### config.mk
export PLATFORM = sky130hd
export DESIGN_NAME = ad_frame_unpack
export DESIGN_NICKNAME = d
export VERILOG_FILES = /design/src/rtl/ad_frame_unpack.sv
export SDC_FILE = /design/constraint.sdc
export NUM_CORES = 1
export LEC_CHECK = 0
export ABC_AREA = 0
export BUFFER_PORTS_ARGS = -buffer_cell sky130_fd_sc_hd__buf_2
export CAP_MARGIN = 20
export CORE_MARGIN = 4
export CORE_UTILIZATION = 56
export CTS_BUF_LIST = sky130_fd_sc_hd__clkbuf_4 sky130_fd_sc_hd__clkbuf_8 sky130_fd_sc_hd__clkbuf_16
export CTS_CLUSTER_SIZE = 10
export DETAILED_ROUTE_END_ITERATION = 7
export PLACE_DENSITY_LB_ADDON = 0.08
export SYNTH_ARGS = -nofsm -noshare
export SYNTH_HDL_FRONTEND = slang
export SYNTH_SLANG_ARGS = --single-unit
### constraint.sdc
create_clock -name clk -period 2.88 [get_ports clk]
set_input_delay 0.144 -clock clk [delete_from_list [all_inputs] [get_ports clk]]
set_output_delay 0.144 -clock clk [all_outputs]
set_load 0.01 [all_outputs]
### src/rtl/ad_frame_unpack.sv
// Receive-side deserializer: reassembles four consecutive 32-bit words into
// four parallel channel samples, flags malformed frames and counts frames/errors.
module ad_frame_unpack #(
  parameter int DW     = 12,
  parameter int FCNT_W = 16,
  parameter int ECNT_W = 8
) (
  input  logic              clk,
  input  logic              rst_n,
  input  logic [31:0]       ad_ch_in,
  input  logic              valid,
  output logic [DW-1:0]     ch_a,
  output logic [DW-1:0]     ch_b,
  output logic [DW-1:0]     ch_c,
  output logic [DW-1:0]     ch_d,
  output logic              done,
  output logic              pad_err,
  output logic              short_err,
  output logic [FCNT_W-1:0] frame_cnt,
  output logic [ECNT_W-1:0] err_cnt
);

  typedef enum logic {
    IDLE,
    COLLECT
  } state_e;

  state_e              state_q, state_d;
  logic [1:0]          idx_q, idx_d;
  logic [DW-1:0]       shadow_q [3];
  logic [DW-1:0]       shadow_d [3];
  logic                pad_q, pad_d;
  logic [DW-1:0]       ch_a_q, ch_a_d;
  logic [DW-1:0]       ch_b_q, ch_b_d;
  logic [DW-1:0]       ch_c_q, ch_c_d;
  logic [DW-1:0]       ch_d_q, ch_d_d;
  logic                done_q, done_d;
  logic                pad_err_q, pad_err_d;
  logic                short_err_q, short_err_d;
  logic [FCNT_W-1:0]   frame_cnt_q, frame_cnt_d;
  logic [ECNT_W-1:0]   err_cnt_q, err_cnt_d;

  logic [DW-1:0]       payload;
  logic                word_pad;
  logic                last_word;
  logic                abort;
  logic                frame_pad;
  logic                err_inc;

  assign payload   = ad_ch_in[DW-1:0];
  assign word_pad  = |ad_ch_in[31:DW];
  assign last_word = (state_q == COLLECT) && valid && (idx_q == 2'd3);
  assign abort     = (state_q == COLLECT) && !valid;
  assign frame_pad = pad_q | word_pad;
  assign err_inc   = abort || (last_word && frame_pad);

  // State register and all datapath flops.
  always_ff @(posedge clk or negedge rst_n) begin
    if (!rst_n) begin
      state_q     <= IDLE;
      idx_q       <= 2'd0;
      // NOTE: the shadow words are reset too, so a frame can never expose stale data.
      for (int i = 0; i < 3; i++) shadow_q[i] <= '0;
      pad_q       <= 1'b0;
      ch_a_q      <= '0;
      ch_b_q      <= '0;
      ch_c_q      <= '0;
      ch_d_q      <= '0;
      done_q      <= 1'b0;
      pad_err_q   <= 1'b0;
      short_err_q <= 1'b0;
      frame_cnt_q <= '0;
      err_cnt_q   <= '0;
    end else begin
      // NOTE: non-blocking assignments keep every flop sampling pre-edge values.
      state_q     <= state_d;
      idx_q       <= idx_d;
      for (int i = 0; i < 3; i++) shadow_q[i] <= shadow_d[i];
      pad_q       <= pad_d;
      ch_a_q      <= ch_a_d;
      ch_b_q      <= ch_b_d;
      ch_c_q      <= ch_c_d;
      ch_d_q      <= ch_d_d;
      done_q      <= done_d;
      pad_err_q   <= pad_err_d;
      short_err_q <= short_err_d;
      frame_cnt_q <= frame_cnt_d;
      err_cnt_q   <= err_cnt_d;
    end
  end

  // Next-state logic.
  always_comb begin
    // NOTE: defaults first so no path through this block can infer a latch.
    state_d = state_q;
    idx_d   = idx_q;
    unique case (state_q)
      IDLE: begin
        if (valid) begin
          state_d = COLLECT;
          idx_d   = 2'd1;
        end
      end
      COLLECT: begin
        if (!valid || idx_q == 2'd3) begin
          state_d = IDLE;
          idx_d   = 2'd0;
        end else begin
          idx_d = idx_q + 2'd1;
        end
      end
      default: begin
        state_d = IDLE;
        idx_d   = 2'd0;
      end
    endcase
  end

  // Output and datapath logic.
  always_comb begin
    for (int i = 0; i < 3; i++) shadow_d[i] = shadow_q[i];
    pad_d       = pad_q;
    ch_a_d      = ch_a_q;
    ch_b_d      = ch_b_q;
    ch_c_d      = ch_c_q;
    ch_d_d      = ch_d_q;
    done_d      = 1'b0;
    pad_err_d   = 1'b0;
    short_err_d = 1'b0;
    frame_cnt_d = frame_cnt_q;
    err_cnt_d   = err_cnt_q;

    if (valid && idx_q != 2'd3) begin
      for (int i = 0; i < 3; i++) begin
        if (idx_q == 2'(i)) shadow_d[i] = payload;
      end
    end

    // The pad flag restarts with word 0, whichever state accepts it.
    if (valid) begin
      pad_d = (state_q == IDLE) ? word_pad : frame_pad;
    end

    // The fourth word goes straight to ch_d; shadow only holds words 0..2.
    if (last_word) begin
      ch_a_d      = shadow_q[0];
      ch_b_d      = shadow_q[1];
      ch_c_d      = shadow_q[2];
      ch_d_d      = payload;
      done_d      = 1'b1;
      pad_err_d   = frame_pad;
      frame_cnt_d = frame_cnt_q + FCNT_W'(1);
    end

    if (abort) begin
      short_err_d = 1'b1;
      pad_d       = 1'b0;
    end

    if (err_inc && err_cnt_q != '1) begin
      err_cnt_d = err_cnt_q + ECNT_W'(1);
    end
  end

  assign ch_a      = ch_a_q;
  assign ch_b      = ch_b_q;
  assign ch_c      = ch_c_q;
  assign ch_d      = ch_d_q;
  assign done      = done_q;
  assign pad_err   = pad_err_q;
  assign short_err = short_err_q;
  assign frame_cnt = frame_cnt_q;
  assign err_cnt   = err_cnt_q;

endmodule

==> flow_summary.toml <==
[outcome]
status = "completed"

[clocking]
clkSinkCount = 115
cts-root-buf = "clkbuf_8"
ctsResizeCount = 0
cts_hold_buf = 14
insertion_delay_ns = 0.50
cts_post_setup_buffers_inserted = 0
path_clk_slew_ns = 0.06
cts_tree = "built"
htree_levels = 4
numCtsBuffers = 17
cts_buffer_depth = 2

[setup_path]
r2r_slack_ns = 0.82
critPathMaxFanout = 12
worst_setup_path_end_kind = "register"
crit_start = "idx_q[0]$_DFFE_PN0P_"
critPathKind = "register to register"
rr_endpoint = "shadow_q[21]$_DFFE_PN0P_"
worstPathRequired_ns = 3.26
start_kind = "register"
crit_end = "shadow_q[21]$_DFFE_PN0P_"
cp_data_arrival_time_ns = 2.44
reg2reg_depth = 4
rr_startpoint = "idx_q[0]$_DFFE_PN0P_"

[sta]
max_freq_mhz = 486
rsz0062_at_grt = "false"
layout_setup_ws_ns = 0.824
finalSetupTns_ns = 0
slew_viol_final = 0
fin_crit_sh_pct = 71.4
setup_viol = 0
min_period_ns = 2.06
slew_headroom_pct = 52.8
tightest_slew_ns = 0.708
fin_worst_skew_ns = 0.00990
finalHoldViolCount = 0

[global_route]
grt_pass1_wl_mm = 18.0
antenna_found_initial = 0
grt_overflow = 0
grt_pass1_vias = 3600
top_usage_layer = "met2"
use_met3_pct = 6.23
grt.met1_usage_pct = 29.8
grt.total_usage_pct = 23.3
grt_max_degree = 63
grt_use_met2_pct = 39.0

[synthesis]
async_reset_ff_share_pct = 100
netlist_area_mm2 = 0.00462
synthesis.instances = 414
syn-num-nets = 455
avgSynthCellArea_um2 = 11.2
ys_ff_latch = 115
synthFlopType = "dfrtp_1"
yosysWarningCount = 0
yosysTopAreaCellShare_pct = 62.3
netlist_top_cells_area = "dfrtp_1 62%, nand2_1 13%, mux2_2 9.3%"
synth_edf_count = 0
yosysTopAreaCell = "dfrtp_1"
synth.most_common_cell = "nand2_1"
synth_cell_types = 33
yosys-top-cells-count = "162 x nand2_1, 115 x dfrtp_1, 38 x mux2_2"
ys_seq_area_share_pct = 62.3

[final_layout]
utilization_pct = 76.7
area_growth_pct = 31.1
nets = 586
stdcell_area_mm2 = 0.00605
antennaDiodeCount = 0
layout-drive-gt1-share_pct = 34.1

[pwr]
peakVddDrop_v = 0.000582
p_leak_nw = 3.19
finalPower_mw = 6.12
power-per-cell-area_mw_per_mm2 = 1010

[placement]
place_area_mm2 = 0.00527
place_hpwl_mm = 6.58
gp_congestion = 0.850
portBuffers = 109
place_ws_ns = 0.910

[floorplan]
die_h_um = 98.8
die_w_um = 98.8
rows = 32
io_pins = 110
dieArea_mm2 = 0.00976
placeableCoreArea_mm2 = 0.00789
initial_utilization_pct = 58.5

[route]
vias = 3432
ant_nets = 0
drc_errors = 0
firstDrtPassIters = 4
via_per_inst = 5.20
initialDrtViolationCount = 157
wire_per_inst_um = 16.0
drt-total-wl_mm = 10.6

[job]
maxCapViolCount = 0

[worst_hold_path]
worst_hold_path_type = "primary input to register"
[area by class of cell]
class / instances / area (um^2)
tap: 102 / 128
clock buffer: 19 / 435
inverter: 6 / 22.5
multi-input combinational: 279 / 1660
clock inverter: 13 / 206
fill: 518 / 1840
timing repair buffer: 126 / 723
sequential: 115 / 2880
[worst min path at each step]
stage	depth (start not counted)	end	slack, ns	from
2_1_floorplan	0	ch_a[0]$_DFFE_PN0P_	-0.15	rst_n
3_3_place_gp	1	frame_cnt[11]$_DFFE_PN0P_	0.23	rst_n
3_5_place_dp	1	frame_cnt[11]$_DFFE_PN0P_	0.24	rst_n
4_1_cts	5	pad_err$_DFF_PN0_	0.06	ad_ch_in[30]
5_1_grt	5	pad_err$_DFF_PN0_	0.13	ad_ch_in[30]
6_report	5	pad_err$_DFF_PN0_	0.08	ad_ch_in[30]
[stage by stage]
step / hold slack (ns) / instances
floorplan: -0.152 / 414
global placement: 0.232 / 614
detailed placement: 0.243 / 614
CTS: 0.0597 / 660
global route: 0.127 / 660
finish: 0.0763 / 660
[sequential cells by signal, indices dropped and copies added (netlist names)]
signal / count
ch_a: 12
ch_b: 12
ch_c: 12
ch_d: 12
done: 1
err_cnt: 8
frame_cnt: 16
idx_q: 2
pad_err: 1
pad_q: 1
shadow_q: 36
short_err: 1
state_q: 1
[power breakdown]
part	switching, mW	internal, mW	total, mW
sequential	0.395	2.19	2.59
combinational	0.660	0.622	1.28
clock	0.723	1.52	2.25
total	1.78	4.34	6.12
[worst max-delay path, stage by stage (launching register included)]
cell,delay [ns]
dfrtp_1,0.41
ha_1,0.28
nor2b_1,0.36
nand2_1,0.46
mux2_2,0.42
[logic make-up (layout without fill, tap and decap cells)]
kind of cell / count (synthesis) / count (layout) / share of synthesized area, %
AND/OR/NAND/NOR: 209 / 209 / 20.2
flip-flops: 115 / 115 / 62.3
multiplexers: 38 / 38 / 9.27
XOR/XNOR: 21 / 21 / 3.98
buffers and inverters: 20 / 164 / 1.73
adder cells (fa/ha/maj): 6 / 6 / 1.63
AO/OA/AOI/OAI: 5 / 5 / 0.840
[cell usage in the layout (no fill, tap or decap), types with 5 or more instances in the layout]
cell,n
nand3_1,6
dlygate4sd3_1,14
xor2_1,11
mux2_2,38
dfrtp_1,115
bufinv_16,5
ha_1,6
nor4_1,8
clkbuf_16,16
inv_1,5
nor2_1,10
nand2_1,162
buf_2,108
xnor2_1,10
[per-layer routing]
layer  wire (um)  up-vias  part of all wire, %
met1        4570     1712                   43
met4         110        0                  1.0
met3         464       12                  4.4
met2        5440       90                   51
li1            -     1618                    -
met5           0        -                    0
(Power assumes the default switching activity.)
